$ cat config.mk
export PLATFORM = sky130hd
export DESIGN_NAME = pc_adder
export DESIGN_NICKNAME = d
export VERILOG_FILES = /design/src/rtl/cpu_pkg.sv /design/src/rtl/pc_adder.sv
export SDC_FILE = /design/constraint.sdc
export NUM_CORES = 1
export LEC_CHECK = 0
export BUFFER_PORTS_ARGS = -buffer_cell sky130_fd_sc_hd__buf_2
export CAP_MARGIN = 5
export CORE_MARGIN = 3
export CORE_UTILIZATION = 46
export CTS_CLUSTER_DIAMETER = 120
export CTS_CLUSTER_SIZE = 12
export DETAILED_ROUTE_END_ITERATION = 7
export MAX_ROUTING_LAYER = met4
export PLACE_DENSITY = 0.84
export SYNTH_ARGS = -nofsm -noshare
export SYNTH_HDL_FRONTEND = slang
export SYNTH_SLANG_ARGS = --single-unit
$ cat constraint.sdc
create_clock -name Clk -period 3.1 [get_ports Clk]
set_clock_uncertainty 0.2 [all_clocks]
set_input_delay 0.775 -clock Clk [delete_from_list [all_inputs] [get_ports Clk]]
set_output_delay 0.775 -clock Clk [all_outputs]
set_load 0.005 [all_outputs]
$ cat src/rtl/cpu_pkg.sv
// Datapath-wide constants shared by the processor front end.
package cpu_pkg;

    localparam int unsigned WORD_WIDTH  = 32;
    localparam int unsigned INSTR_BYTES = 4;

endpackage : cpu_pkg

$ cat src/rtl/pc_adder.sv
// Next-sequential-PC adder: combinational PC+INCR with carry-out and alignment flag,
// plus an enabled, asynchronously cleared register copy of the sum and carry.
module pc_adder
    import cpu_pkg::*;
#(
    parameter int unsigned WIDTH = WORD_WIDTH,
    parameter int unsigned INCR  = INSTR_BYTES
) (
    input  logic             Clk,
    input  logic             Reset_n,
    input  logic             En,
    input  logic [WIDTH-1:0] PCResult,
    output logic [WIDTH-1:0] PCAddResult,
    output logic             Wrap,
    output logic             Misaligned,
    output logic [WIDTH-1:0] PCAddResultReg,
    output logic             WrapReg
);

    // One extra bit so the carry-out of the increment is kept as Wrap.
    logic [WIDTH:0] sum_full;

    logic [WIDTH-1:0] pc_add_result_reg_d;
    logic [WIDTH-1:0] pc_add_result_reg_q;
    logic             wrap_reg_d;
    logic             wrap_reg_q;

    assign sum_full    = {1'b0, PCResult} + (WIDTH+1)'(INCR);
    assign PCAddResult = sum_full[WIDTH-1:0];
    assign Wrap        = sum_full[WIDTH];
    assign Misaligned  = (PCResult[1:0] != 2'b00);

    always_comb begin
        pc_add_result_reg_d = pc_add_result_reg_q;
        wrap_reg_d          = wrap_reg_q;
        if (En) begin
            pc_add_result_reg_d = sum_full[WIDTH-1:0];
            wrap_reg_d          = sum_full[WIDTH];
        end
    end

    always_ff @(posedge Clk or negedge Reset_n) begin
        if (!Reset_n) begin
            pc_add_result_reg_q <= '0;
            wrap_reg_q          <= 1'b0;
        end else begin
            pc_add_result_reg_q <= pc_add_result_reg_d;
            wrap_reg_q          <= wrap_reg_d;
        end
    end

    assign PCAddResultReg = pc_add_result_reg_q;
    assign WrapReg        = wrap_reg_q;

endmodule : pc_adder

==> flow_metrics.env <==
export IMPL_irDropWorstVdd_v=0.000326
export IMPL_synth_enable_flop_cells=0
export IMPL_timing_critical_path_to_type="primary output"
export IMPL_initial_drc_count=177
export IMPL_synth_largest_area_cell="dfrtp_1"
export IMPL_clk_transition_reported_paths_ns=0.06
export IMPL_final_hold_viol_count=0
export IMPL_avgSynthCellArea_um2=9.53
export IMPL_power_per_cell_area_mw_per_mm2=350
export IMPL_clock_sink_count=33
export IMPL_critical_path_cell_chain="buf_8 > ha_4 > and4_4 > nand4_1 > buf_4 > or4_4 > nand2_1 > buf_2"
export IMPL_required_ns=2.12
export IMPL_achievable_frequency_mhz=316
export IMPL_most_common_cell_in_the_synthesized_netlist="dfrtp_1"
export IMPL_vias=2410
export IMPL_insertion_delay_ns=0.28
export IMPL_tritoncts="done"
export IMPL_groute_usage_overall_pct=24.9
export IMPL_max_cap_viol_count=0
export IMPL_yosys_most_used_dff="dfrtp_1"
export IMPL_reg2reg_slack_ns=2.06
export IMPL_synth_top_cell_area_share_pct=39.6
export IMPL_max_slew_margin_pct=48.5
export IMPL_cts_hold_fix_buffers=0
export IMPL_finalWorstSetupSlack_ns=-0.0680
export IMPL_grt_max_degree=43
export IMPL_number_of_cell_rows=23
export IMPL_critical_path_top_delay_family="simple AND/OR/NAND/NOR gates"
export IMPL_ctsRootBufferMaster="clkbuf_8"
export IMPL_cts_buffers=5
export IMPL_final_period_minus_worst_setup_slack_ns=3.17
export IMPL_largest_stage_delay_on_the_critical_path_ns=0.42
export IMPL_cts_max_path_buffers=2
export IMPL_finalMaxSlewViolations=0
export IMPL_grt_pass1_vias=2231
export IMPL_finalSetupViolations=4
export IMPL_number_of_port_buffers=101
export IMPL_rsz_0062_raised_after_global_routing="true"
export IMPL_floorplan_initialDensity_pct=50.0
export IMPL_yosysWarnings=0
export IMPL_postPlaceCellArea_mm2=0.00288
export IMPL_postLayoutCoreUtil_pct=76.3
export IMPL_place_hpwl_um=5050
export IMPL_worst_endpoint_arrival_ns=2.19
export IMPL_number_of_nets_with_antenna_violations_after_routing=0
export IMPL_crit_buf_inv=3
export IMPL_areaGrowthSynthToFinish_pct=52.6
export IMPL_htreeDepth=2
export IMPL_layout_worst_path_cycle_share_pct=102
export IMPL_detail_route_wirelength_um=7450
export IMPL_tightestPinTransition_ns=0.772
export IMPL_detail_route_first_pass_iterations=4
export IMPL_synth_cell_area_mm2=0.00209
export IMPL_overall_die_area_mm2=0.00538
export IMPL_power_mw=1.12
export IMPL_synth_seq_area_share_pct=39.6
export IMPL_critPathSlowestCell="or4_4"
export IMPL_antenna_cells=0
export IMPL_syn_inst=219
export IMPL_die_width_um=73.4
export IMPL_route_detailed_wl_per_inst_um=18.2
export IMPL_synthArstFlopShare_pct=100
export IMPL_critical_path_max_fanout=3
export IMPL_start_kind="input pin"
export IMPL_ys_top_cells_by_count="33 x dfrtp_1, 25 x nor2_1, 23 x nand2_1"
export IMPL_failing_checks="setup timing"
export IMPL_run_status="complete, but fails checks"
export IMPL_net_count_after_synthesis=255
export IMPL_top_area_cells_in_the_synthesized_netlist="dfrtp_1 40%, mux2_2 9.2%, xnor2_1 5.9%"
export IMPL_die_h_um=73.4
export IMPL_placeableCoreArea_mm2=0.00417
export IMPL_antenna_found_initial=0
export IMPL_synthDistinctLibCells=35
export IMPL_global_route_wire_length_before_repair_um=10100
export IMPL_ys_ff_latch=33
export IMPL_share_of_final_layout_standard_cells_stronger_than_drive_strength_1_pct=52.9
export IMPL_criticalPathCategory="in2out"
export IMPL_globalRoute_totalOverflow=0
export IMPL_n_fill_cell=262
export IMPL_class_of_the_tightest_hold_or_removal_check="reg2reg"
export IMPL_fin_nets=395
export IMPL_leakage_nw=1.49
export IMPL_drc=0
export IMPL_gp_congestion=0.872
export IMPL_final_area_mm2=0.00319
export IMPL_post_dr_vias_cell=5.89
export IMPL_io_pins=102
[where the power goes]
part           switching, mW  internal, mW
Combinational          0.148         0.149
Sequential            0.0220         0.473
Clock                  0.148         0.176
Total                  0.318         0.798
[path summary, 6_finish.rpt]
kind / startpoint / end / cells after the start
worst max-delay path: PCResult[3] / PCAddResult[28] / 8
worst min-delay path: PCAddResultReg[19] / PCAddResultReg[19] / 1
worst max register to register: PCAddResultReg[22] / PCAddResultReg[22] / 1
worst min register to register: PCAddResultReg[19] / PCAddResultReg[19] / 1
max in group asynchronous: Reset_n / PCAddResultReg[11] / 1
min in group asynchronous: Reset_n / PCAddResultReg[30] / 1
[cell type report]
type                       count  area (um2)  area share [%]
clock buffer                   7        86.3            2.71
inverter                       6        22.5           0.707
multi-input combinational    171        1280            40.3
sequential                    33         826            25.9
tap                           50        62.6            1.96
timing repair buffer         142         906            28.4
[state kept, by name, summed over array words and instances (netlist names)]
name,count
PCAddResultReg,32
WrapReg,1
[timing repair]
item,in CTS,in global routing
pin swaps,5,12
setup endpoints to repair,6,8
buffers inserted,1,5
resized for setup,12,37
hold endpoints to repair,0,0
[routing by layer]
metal | global-route usage (%) | part of all wire, % | vias up
met5 | - | 0 | -
met4 | 10.7 | 4.8 | 0
met3 | 5.34 | 7.4 | 34
met2 | 41.7 | 51 | 133
met1 | 28.7 | 37 | 1156
li1 | - | - | 1087
[layout by cell type, fill, tap and decap left out, types with 2 or more instances in the layout]
master	Yosys	layout
or4_4	1	4
nor3_1	3	3
a211o_1	2	2
nand3_1	8	8
mux2i_1	3	3
and2_1	6	6
and3_1	3	2
xor2_1	5	5
buf_2	0	85
o21ai_0	5	2
nand4_1	14	14
clkbuf_8	0	6
nor2_1	25	25
buf_8	0	3
nand2_2	0	4
mux2_2	17	17
buf_6	0	8
a31o_2	2	2
and4_1	5	4
or3_1	4	2
nand4_4	3	4
nor4_1	4	3
nand2_1	23	19
inv_1	6	6
or3_4	0	2
o21ai_1	0	3
xnor2_1	14	14
buf_4	2	45
a31oi_1	9	9
dfrtp_1	33	33
[logic make-up after synthesis]
group,Yosys count,synth area share (%)
flops,33,39.6
buf+inv,15,3.06
compound gates,21,6.77
mux,20,10.6
xor+xnor,19,7.97
simple gates,110,31.4
fa+ha+maj,1,0.599
[per-stage QoR]
stage	std cells	setup slack, ns	TNS [ns]	hold slack (ns)
global route	409	-0.108	-0.431	0.320
floorplan	219	0.194	0	0.276
detailed placement	396	-0.0540	-0.165	0.278
finish	409	-0.0680	-0.209	0.287
CTS	404	0.000220	0	0.294
global placement	396	-0.0322	-0.0599	0.271
Note: power is estimated with default switching activity, not from simulation.
